===== config.mk =====
export PLATFORM = sky130hd
export DESIGN_NAME = keypad_scanner
export DESIGN_NICKNAME = d
export VERILOG_FILES = /design/src/rtl/keypad_scanner.sv
export SDC_FILE = /design/constraint.sdc
export NUM_CORES = 1
export LEC_CHECK = 0
export CORE_UTILIZATION = 51
export DETAILED_ROUTE_END_ITERATION = 8
export PLACE_DENSITY_LB_ADDON = 0.25
export SLEW_MARGIN = 20
export SYNTH_ARGS = -nofsm -noshare
export SYNTH_HDL_FRONTEND = slang
export SYNTH_SLANG_ARGS = --single-unit

===== constraint.sdc =====
create_clock -name int_osc -period 2.6 [get_ports int_osc]
set_input_delay 0.26 -clock int_osc [delete_from_list [all_inputs] [get_ports int_osc]]
set_output_delay 0.26 -clock int_osc [all_outputs]
set_load 0.005 [all_outputs]

===== src/rtl/keypad_scanner.sv =====
// 4x4 matrix keypad scanner: drives the column decoder, synchronizes the rows,
// classifies each full scan and debounces presses/releases at scan granularity.
module keypad_scanner #(
    parameter int SETTLE_CYCLES  = 4,
    parameter int DEBOUNCE_SCANS = 3
) (
    input  logic       int_osc,
    input  logic       rst,
    input  logic [3:0] kb_row,
    output logic [1:0] kb_col,
    output logic       kb_en,
    output logic [3:0] key_code,
    output logic       key_valid,
    output logic       key_held
);
    localparam int            SW          = $clog2(SETTLE_CYCLES);
    localparam logic [SW-1:0] SETTLE_LAST = SW'(SETTLE_CYCLES - 1);
    localparam logic [3:0]    DEB_N       = 4'(DEBOUNCE_SCANS);

    typedef enum logic [1:0] {
        S_IDLE,
        S_PRESS_CONFIRM,
        S_HELD,
        S_RELEASE_CONFIRM
    } state_t;

    // scan engine
    logic [3:0]    r_sync1, r_sync2;
    logic [SW-1:0] r_settle;
    logic [1:0]    r_col;
    logic          r_en;
    logic [1:0]    r_acc_cnt;     // 0 none, 1 single, 2 multi
    logic [3:0]    r_acc_code;
    logic          r_res_valid;
    logic [1:0]    r_res_cnt;
    logic [3:0]    r_res_code;

    logic [3:0]    w_act;
    logic [2:0]    w_col_cnt;
    logic [1:0]    w_col_row;
    logic [2:0]    w_sum;
    logic [1:0]    w_new_cnt;
    logic [3:0]    w_new_code;

    // debounce FSM
    state_t        r_state, w_state_n;
    logic [3:0]    r_cnt, w_cnt_n, w_cnt_inc;
    logic [3:0]    r_cand, w_cand_n;
    logic [3:0]    r_key_code, w_code_n;
    logic          r_key_valid, w_valid_n;
    logic          r_key_held, w_held_n;
    logic          w_none, w_single;

    assign w_act = ~r_sync2;

    always_comb begin
        w_col_cnt = '0;
        w_col_row = '0;
        for (int unsigned i = 0; i < 4; i++) begin
            if (w_act[i]) begin
                w_col_cnt = w_col_cnt + 3'd1;
                w_col_row = 2'(i);
            end
        end
        // Saturating count of active keys so far; the code is only meaningful at count 1.
        w_sum      = {1'b0, r_acc_cnt} + w_col_cnt;
        w_new_cnt  = (w_sum > 3'd1) ? 2'd2 : w_sum[1:0];
        w_new_code = (r_acc_cnt == 2'd0) ? {r_col, w_col_row} : r_acc_code;
    end

    always_ff @(posedge int_osc) begin
        if (rst) begin
            r_sync1     <= '1;   // cleared to "no row active"
            r_sync2     <= '1;
            r_settle    <= '0;
            r_col       <= '0;
            r_en        <= 1'b0;
            r_acc_cnt   <= '0;
            r_acc_code  <= '0;
            r_res_valid <= 1'b0;
            r_res_cnt   <= '0;
            r_res_code  <= '0;
        end else begin
            r_en        <= 1'b1;
            r_sync1     <= kb_row;
            r_sync2     <= r_sync1;
            r_res_valid <= 1'b0;
            if (r_settle == SETTLE_LAST) begin
                r_settle <= '0;
                r_col    <= r_col + 2'd1;
                if (r_col == 2'd3) begin
                    r_res_valid <= 1'b1;
                    r_res_cnt   <= w_new_cnt;
                    r_res_code  <= w_new_code;
                    r_acc_cnt   <= '0;
                    r_acc_code  <= '0;
                end else begin
                    r_acc_cnt  <= w_new_cnt;
                    r_acc_code <= w_new_code;
                end
            end else begin
                r_settle <= r_settle + 1'b1;
            end
        end
    end

    assign w_none    = (r_res_cnt == 2'd0);
    assign w_single  = (r_res_cnt == 2'd1);
    assign w_cnt_inc = r_cnt + 4'd1;

    always_comb begin
        w_state_n = r_state;
        w_cnt_n   = r_cnt;
        w_cand_n  = r_cand;
        w_code_n  = r_key_code;
        w_valid_n = 1'b0;
        w_held_n  = r_key_held;
        if (r_res_valid) begin
            case (r_state)
                S_IDLE: begin
                    if (w_single) begin
                        w_cand_n = r_res_code;
                        w_cnt_n  = 4'd1;
                        if (DEB_N == 4'd1) begin
                            w_state_n = S_HELD;
                            w_code_n  = r_res_code;
                            w_valid_n = 1'b1;
                            w_held_n  = 1'b1;
                        end else begin
                            w_state_n = S_PRESS_CONFIRM;
                        end
                    end
                end
                S_PRESS_CONFIRM: begin
                    if (!w_single) begin
                        w_state_n = S_IDLE;
                    end else if (r_res_code == r_cand) begin
                        w_cnt_n = w_cnt_inc;
                        if (w_cnt_inc == DEB_N) begin
                            w_state_n = S_HELD;
                            w_code_n  = r_cand;
                            w_valid_n = 1'b1;
                            w_held_n  = 1'b1;
                        end
                    end else begin
                        w_cand_n = r_res_code;
                        w_cnt_n  = 4'd1;
                    end
                end
                S_HELD: begin
                    if (w_none) begin
                        w_cnt_n = 4'd1;
                        if (DEB_N == 4'd1) begin
                            w_state_n = S_IDLE;
                            w_held_n  = 1'b0;
                        end else begin
                            w_state_n = S_RELEASE_CONFIRM;
                        end
                    end
                end
                S_RELEASE_CONFIRM: begin
                    if (w_none) begin
                        w_cnt_n = w_cnt_inc;
                        if (w_cnt_inc == DEB_N) begin
                            w_state_n = S_IDLE;
                            w_held_n  = 1'b0;
                        end
                    end else begin
                        w_state_n = S_HELD;
                    end
                end
                default: w_state_n = S_IDLE;
            endcase
        end
    end

    always_ff @(posedge int_osc) begin
        if (rst) begin
            r_state     <= S_IDLE;
            r_cnt       <= '0;
            r_cand      <= '0;
            r_key_code  <= '0;
            r_key_valid <= 1'b0;
            r_key_held  <= 1'b0;
        end else begin
            r_state     <= w_state_n;
            r_cnt       <= w_cnt_n;
            r_cand      <= w_cand_n;
            r_key_code  <= w_code_n;
            r_key_valid <= w_valid_n;
            r_key_held  <= w_held_n;
        end
    end

    assign kb_col    = r_col;
    assign kb_en     = r_en;
    assign key_code  = r_key_code;
    assign key_valid = r_key_valid;
    assign key_held  = r_key_held;

endmodule


---- Word level (Yosys, flattened, before mapping) ----
Index checks and enable logic that the tools add are counted.
storage, ports and cells
  flip-flop bits (word level) ............. 42
  input port bits ......................... 6
operators by class
  add/subtract/negate cells ............... 7
  magnitude comparators ................... 1
  eq/ne operators ......................... 19
  multiplexer cells ....................... 38
  bitwise operators ....................... 6
  reduce and logical (&&, ||, !) cells .... 14
operators by type and width
  kind                                                  count
  2-to-1 mux 4 bit                                      10
  2-to-1 mux 2 bit                                      11
  != test 2 bit (second input constant)                 8
  case mux 4 bit (4 select lines)                       1
  AND reduction 5 bit                                   3
  2-to-1 mux 1 bit                                      10
  adder 3 x 1 -> 3 bit (second input constant)          3
  2-to-1 mux 3 bit                                      3
  != test 3 bit (second input constant)                 3
  equality test 2 bit (second input constant)           4
  case mux 2 bit (4 select lines)                       1
  case mux 4 bit (2 select lines)                       1
  AND reduction 7 bit                                   1
  zero test 2 bit                                       3
  AND reduction 6 bit                                   1
  NOT 1 bit                                             5
  OR reduction 5 bit                                    1
  adder 2 x 1 -> 2 bit (second input constant)          2
  adder 4 x 1 -> 4 bit (second input constant)          1
  equality test 2 x 1 -> 1 bit (second input constant)  2
  equality test 4 x 2 -> 1 bit (second input constant)  1
  equality test 4 bit                                   1
  NOT 4 bit                                             1
  nonzero test 2 bit                                    2
  other kinds (5)                                       6

---- Longest topological paths before layout ----
Gate-level depths: netlist of the first run.
  depth after elaboration ................. 12
  mapped depth ............................ 10

---- Worst setup path after synthesis of the first run ----
No wires, ideal clock.
  path kind ............................... flip-flop to flip-flop
  from .................................... register r_sync2[0]
  to ...................................... register r_acc_cnt[0]
  data arrival time ....................... 2.747 ns
  required time ........................... 2.529 ns
  setup slack ............................. -0.218 ns
  cell stages (with the launch flop) ...... 10
  buffers on the path ..................... 0
  cells stage by stage .................... dfxtp_1 > inv_1 > ha_1 > xnor2_1 > ha_1 > mux2_2 > fa_1 > xnor3_1 > or4_1 > a21oi_1
between the ends
  word-level cells in the longest chain between the ends .. 12
RTL lines
  item                                    RTL line  RTL
  start, declared                         28        logic [3:0] r_sync1, r_sync2;
  start signal, assigned                  86        r_sync2 <= r_sync1;
  NOT 4 bit (*)                           54        assign w_act = ~r_sync2;
  2-to-1 mux 1 bit (*)                    60        if (w_act[i]) begin
  adder 3 x 1 -> 3 bit                    61        w_col_cnt = w_col_cnt + 3'd1;
  2-to-1 mux 3 bit (*)                    60
  adder 3 x 1 -> 3 bit                    61
  2-to-1 mux 3 bit (*)                    60
  adder 3 x 1 -> 3 bit                    61
  2-to-1 mux 3 bit (*)                    60
  adder 2 x 3 -> 3 bit (*)                66        w_sum = {1'b0, r_acc_cnt} + w_col_cnt;
  greater-than comparator 3 x 1 -> 1 bit  67        w_new_cnt = (w_sum > 3'd1) ? 2'd2 : w_sum[1:0];
  2-to-1 mux 2 bit (*)                    67
  2-to-1 mux 2 bit (*)                    91        if (r_col == 2'd3) begin
  end signal, assigned                    98        r_acc_cnt <= w_new_cnt;
  end, declared                           32        logic [1:0] r_acc_cnt;
Every way passes the cells marked *; elsewhere a longest branch is shown, timed or not.
A chain may end at the register's enable or synchronous reset.

---- Worst setup path in the final report of the first run ----
  from .................................... register r_sync2[0]
  to ...................................... register r_res_cnt[0]
between the ends
  word-level cells in the longest chain between the ends .. 11
RTL lines
  item                                    RTL line  RTL
  NOT 4 bit (*)                           54
  2-to-1 mux 1 bit (*)                    60
  adder 3 x 1 -> 3 bit                    61
  2-to-1 mux 3 bit (*)                    60
  adder 3 x 1 -> 3 bit                    61
  2-to-1 mux 3 bit (*)                    60
  adder 3 x 1 -> 3 bit                    61
  2-to-1 mux 3 bit (*)                    60
  adder 2 x 3 -> 3 bit (*)                66
  greater-than comparator 3 x 1 -> 1 bit  67
  2-to-1 mux 2 bit (*)                    67
  end signal, assigned                    93        r_res_cnt <= w_new_cnt;
  end, declared                           35        logic [1:0] r_res_cnt;
Marked as above.

==> flow_summary.json, run 1 <==
{
  "fmax_mhz": 390.6,
  "maxCapViolations": 0,
  "clk_pin_slew_ns": 0.08,
  "register_area_um2": 843.3,
  "rows": 21,
  "antenna_found_initial": 0,
  "routed_via_density": 5.670,
  "ios": 15,
  "grt_pass1_wl_um": 6748,
  "yosysTopAreaCellShare_pct": 44.44,
  "cts_tree": "built",
  "peakVddDrop_mv": 0.3437,
  "hold_depth": 1,
  "nNetsFinal": 238,
  "dpl.hpwl_um": 2604,
  "yosysTopAreaCell": "dfxtp_1",
  "hold_class": "reg -> reg",
  "synth_nets": 221,
  "yosys_warnings": 0,
  "dieArea_mm2": 0.003957,
  "status": "finished clean",
  "whs_endpoint": "r_sync2[2]$_SDFF_PP1_",
  "cp-end-kind": "register",
  "gr-total-overflow": 0,
  "grt_max_degree": 43,
  "maxSlewViolCount": 0,
  "timing.slew.headroom_pct": 61.59,
  "drc": 0,
  "rsz0062_at_grt": "yes",
  "crit_type": "reg -> reg",
  "tns_ns": 0,
  "dp.cells": 262,
  "synth.most_common_cell": "dfxtp_1",
  "p_leak_nw": 0.8137,
  "drive_above_1_share_pct": 15.63,
  "syn_inst": 206,
  "drt_iter0_markers": 108,
  "finish.utilization_pct": 65.50,
  "worstReg2RegStart": "r_sync2[0]$_SDFF_PP1_",
  "synth_async_sr_flop_share_pct": 0,
  "core_area_mm2": 0.003442,
  "gp_congestion": 0.8573,
  "start_util_pct": 54.96,
  "ys_seq_elements": 42,
  "synth_ff_type": "dfxtp_1",
  "seq_area_frac_synth_pct": 44.44,
  "ctsRootBufferMaster": "clkbuf_8",
  "netlist_top_cells_area": "dfxtp_1 44%, ha_1 5.3%, a21oi_1 4.0%",
  "critPathMaxFanout": 3,
  "routed_wl_um": 3715,
  "powerDensity_mw_per_mm2": 555.8,
  "start_kind": "register",
  "n_antenna_cell": 0,
  "syn_area_per_cell_um2": 9.184,
  "synth.cell_area_mm2": 0.001892,
  "finalSetupViolCount": 0,
  "clock_sinks": 42,
  "post_cts.repair.setup_buffers": 0,
  "wl_per_cell_um": 13.76,
  "drtPass1Iterations": 4,
  "vias": 1531,
  "drtAntennaViolNets": 0,
  "reg2reg_depth": 10,
  "synth_enable_flop_cells": 0,
  "period_minus_slack_ns": 2.560,
  "required_ns": 2.83,
  "multi_input_area_mm2": 0.001045,
  "layout.cells.non_filler": 270,
  "synthDistinctLibCells": 42,
  "area_growth_pct": 19.18,
  "grt_use_total_pct": 21.82,
  "cts_buffers": 5,
  "final_hold_viol_count": 0,
  "htreeDepth": 2,
  "r2r_end": "r_res_cnt[0]$_SDFFE_PP0P_",
  "critPathArrivalTime_ns": 2.79,
  "synthTopCellsByCount": "42 x dfxtp_1, 20 x nand2_1, 17 x nor2_1, 15 x a21oi_1, 9 x clkbuf_1",
  "grt_pass1_vias": 1535,
  "reg2reg_setup_slack_ns": 0.04,
  "crit_start": "r_sync2[0]$_SDFF_PP1_",
  "tightest_slew_ns": 0.5735,
  "ctsHoldBuffers": 0,
  "die_h_um": 62.91,
  "worst_clock_skew_ns": 0.005613,
  "die_w_um": 62.91,
  "hold_start": "r_sync1[2]$_SDFF_PP1_",
  "clock_latency_ns": 0.29,
  "clockBufferDepth": 2,
  "fillers": 274,
  "fin_crit_sh_pct": 98.46,
  "port_buffers": 14
}
[power breakdown]
part	switching [mW]	leakage (nW)	internal [mW]	total, mW
clock network	0.223	0.0579	0.283	0.505
registers	0.0100	0.340	0.656	0.667
logic	0.0374	0.415	0.0440	0.0814
total	0.270	0.814	0.983	1.25
[layout by cell type (no fill, tap or decap), drive strengths merged, types with 2 or more instances in the layout]
| cell | count |
|---|---|
| a211oi | 3 |
| a21oi | 15 |
| a311oi | 2 |
| a31oi | 4 |
| a32oi | 2 |
| and2 | 2 |
| buf | 5 |
| clkbuf | 5 |
| clkdlybuf4s50 | 14 |
| clkinv | 2 |
| dfxtp | 42 |
| ha | 8 |
| inv | 5 |
| mux2 | 2 |
| mux2i | 5 |
| nand2 | 20 |
| nand2b | 2 |
| nand3 | 5 |
| nand3b | 2 |
| nand4 | 5 |
| nor2 | 17 |
| nor2b | 5 |
| nor3 | 3 |
| nor3b | 2 |
| o21ai | 6 |
| o31ai | 5 |
| or2 | 8 |
| or3 | 2 |
| or4 | 3 |
| xnor2 | 7 |
[through the flow]
step | setup WS (ns) | power [mW] | hold WS [ns] | instance area, µm²
floorplan | 0.03495 | 0.7277 | 0.3345 | 1912
global placement | 0.04156 | 0.7525 | 0.3937 | 2113
detailed placement | -0.07434 | 0.7570 | 0.4030 | 2113
CTS | 0.008114 | 1.259 | 0.4239 | 2226
global route | -0.06837 | 1.307 | 0.4356 | 2255
finish | 0.04002 | 1.253 | 0.4192 | 2255
[area by class of cell]
class,instances,share of cell area (%)
clock inverter,3,1.776
sequential,42,37.40
clock buffer,5,3.052
multi-input combinational,150,46.34
inverter,5,0.8324
timing repair buffer,19,8.047
tap,46,2.553
[critical path, cell delays in order, from the launching register on]
cell     delay, ns
dfxtp_2       0.35
inv_2         0.04
ha_4          0.29
xnor2_4       0.12
ha_1          0.25
mux2_4        0.27
fa_2          0.33
xnor3_1       0.22
buf_6         0.14
or3_4         0.36
a21oi_2       0.12
[per-layer routing]
layer | routed length, µm | global-route usage (%) | share of wire [%] | vias up
met5 | 0 | 0 | 0 | -
met4 | 38 | 10.17 | 1.0 | 0
met3 | 123 | 6.569 | 3.3 | 5
met2 | 1887 | 36.02 | 51 | 29
met1 | 1665 | 25.69 | 45 | 729
li1 | - | - | - | 768
[how the worst max path moves through the flow]
stage | end | slack, ns | depth (start not counted)
final | r_res_cnt[0]$_SDFFE_PP0P_ | 0.04 | 10
after global routing | r_res_cnt[0]$_SDFFE_PP0P_ | -0.07 | 10
after CTS | r_res_cnt[0]$_SDFFE_PP0P_ | 0.008 | 10
after detailed placement | r_acc_cnt[0]$_SDFFE_PP0P_ | -0.07 | 9
after global placement | r_acc_cnt[0]$_SDFFE_PP0P_ | 0.04 | 9
after floorplan | r_acc_cnt[0]$_SDFFE_PP0P_ | 0.03 | 9
[what timing repair did]
| action | in CTS | in global routing |
|---|---|---|
| pin swaps | 1 | 5 |
| setup endpoints to repair | 2 | 4 |
| gates resized for setup | 2 | 9 |
[flip-flops by register name, indices dropped and copies added, names as in the netlist, 4 cells and up]
| register | count |
|---|---|
| r_cand | 4 |
| r_sync2 | 4 |
| key_code | 4 |
| r_cnt | 4 |
| r_sync1 | 4 |
| r_res_code | 4 |
| r_acc_code | 4 |
[cells by family (layout without fill, tap and decap cells)]
family	count (synthesis)	after routing	synth area share (%)
AOI/OAI and AO/OA	42	42	14.35
xor gates and xnor gates	9	9	4.894
adders and majority gates	9	9	6.349
buffers and inverters	14	32	2.778
DFF	42	42	44.44
muxes	7	7	3.836
and+or+nand+nor	83	83	23.35
Power figures use the tool's default switching activity.
==> inputs of run 2 (changes only) <==
--- a/config.mk
+++ b/config.mk
@@ -8,7 +8,6 @@
 export CORE_UTILIZATION = 51
 export DETAILED_ROUTE_END_ITERATION = 8
 export PLACE_DENSITY_LB_ADDON = 0.25
-export SLEW_MARGIN = 20
 export SYNTH_ARGS = -nofsm -noshare
 export SYNTH_HDL_FRONTEND = slang
 export SYNTH_SLANG_ARGS = --single-unit
==> results of run 2 <==
No change in the layout: final DEF, timing and power equal those of run 1.
==> inputs of run 3 (changes only) <==
--- a/config.mk
+++ b/config.mk
@@ -11,3 +11,4 @@
 export SYNTH_ARGS = -nofsm -noshare
 export SYNTH_HDL_FRONTEND = slang
 export SYNTH_SLANG_ARGS = --single-unit
+export TNS_END_PERCENT = 20
==> results of run 3 <==
No change in the layout: final DEF, timing and power equal those of run 1.
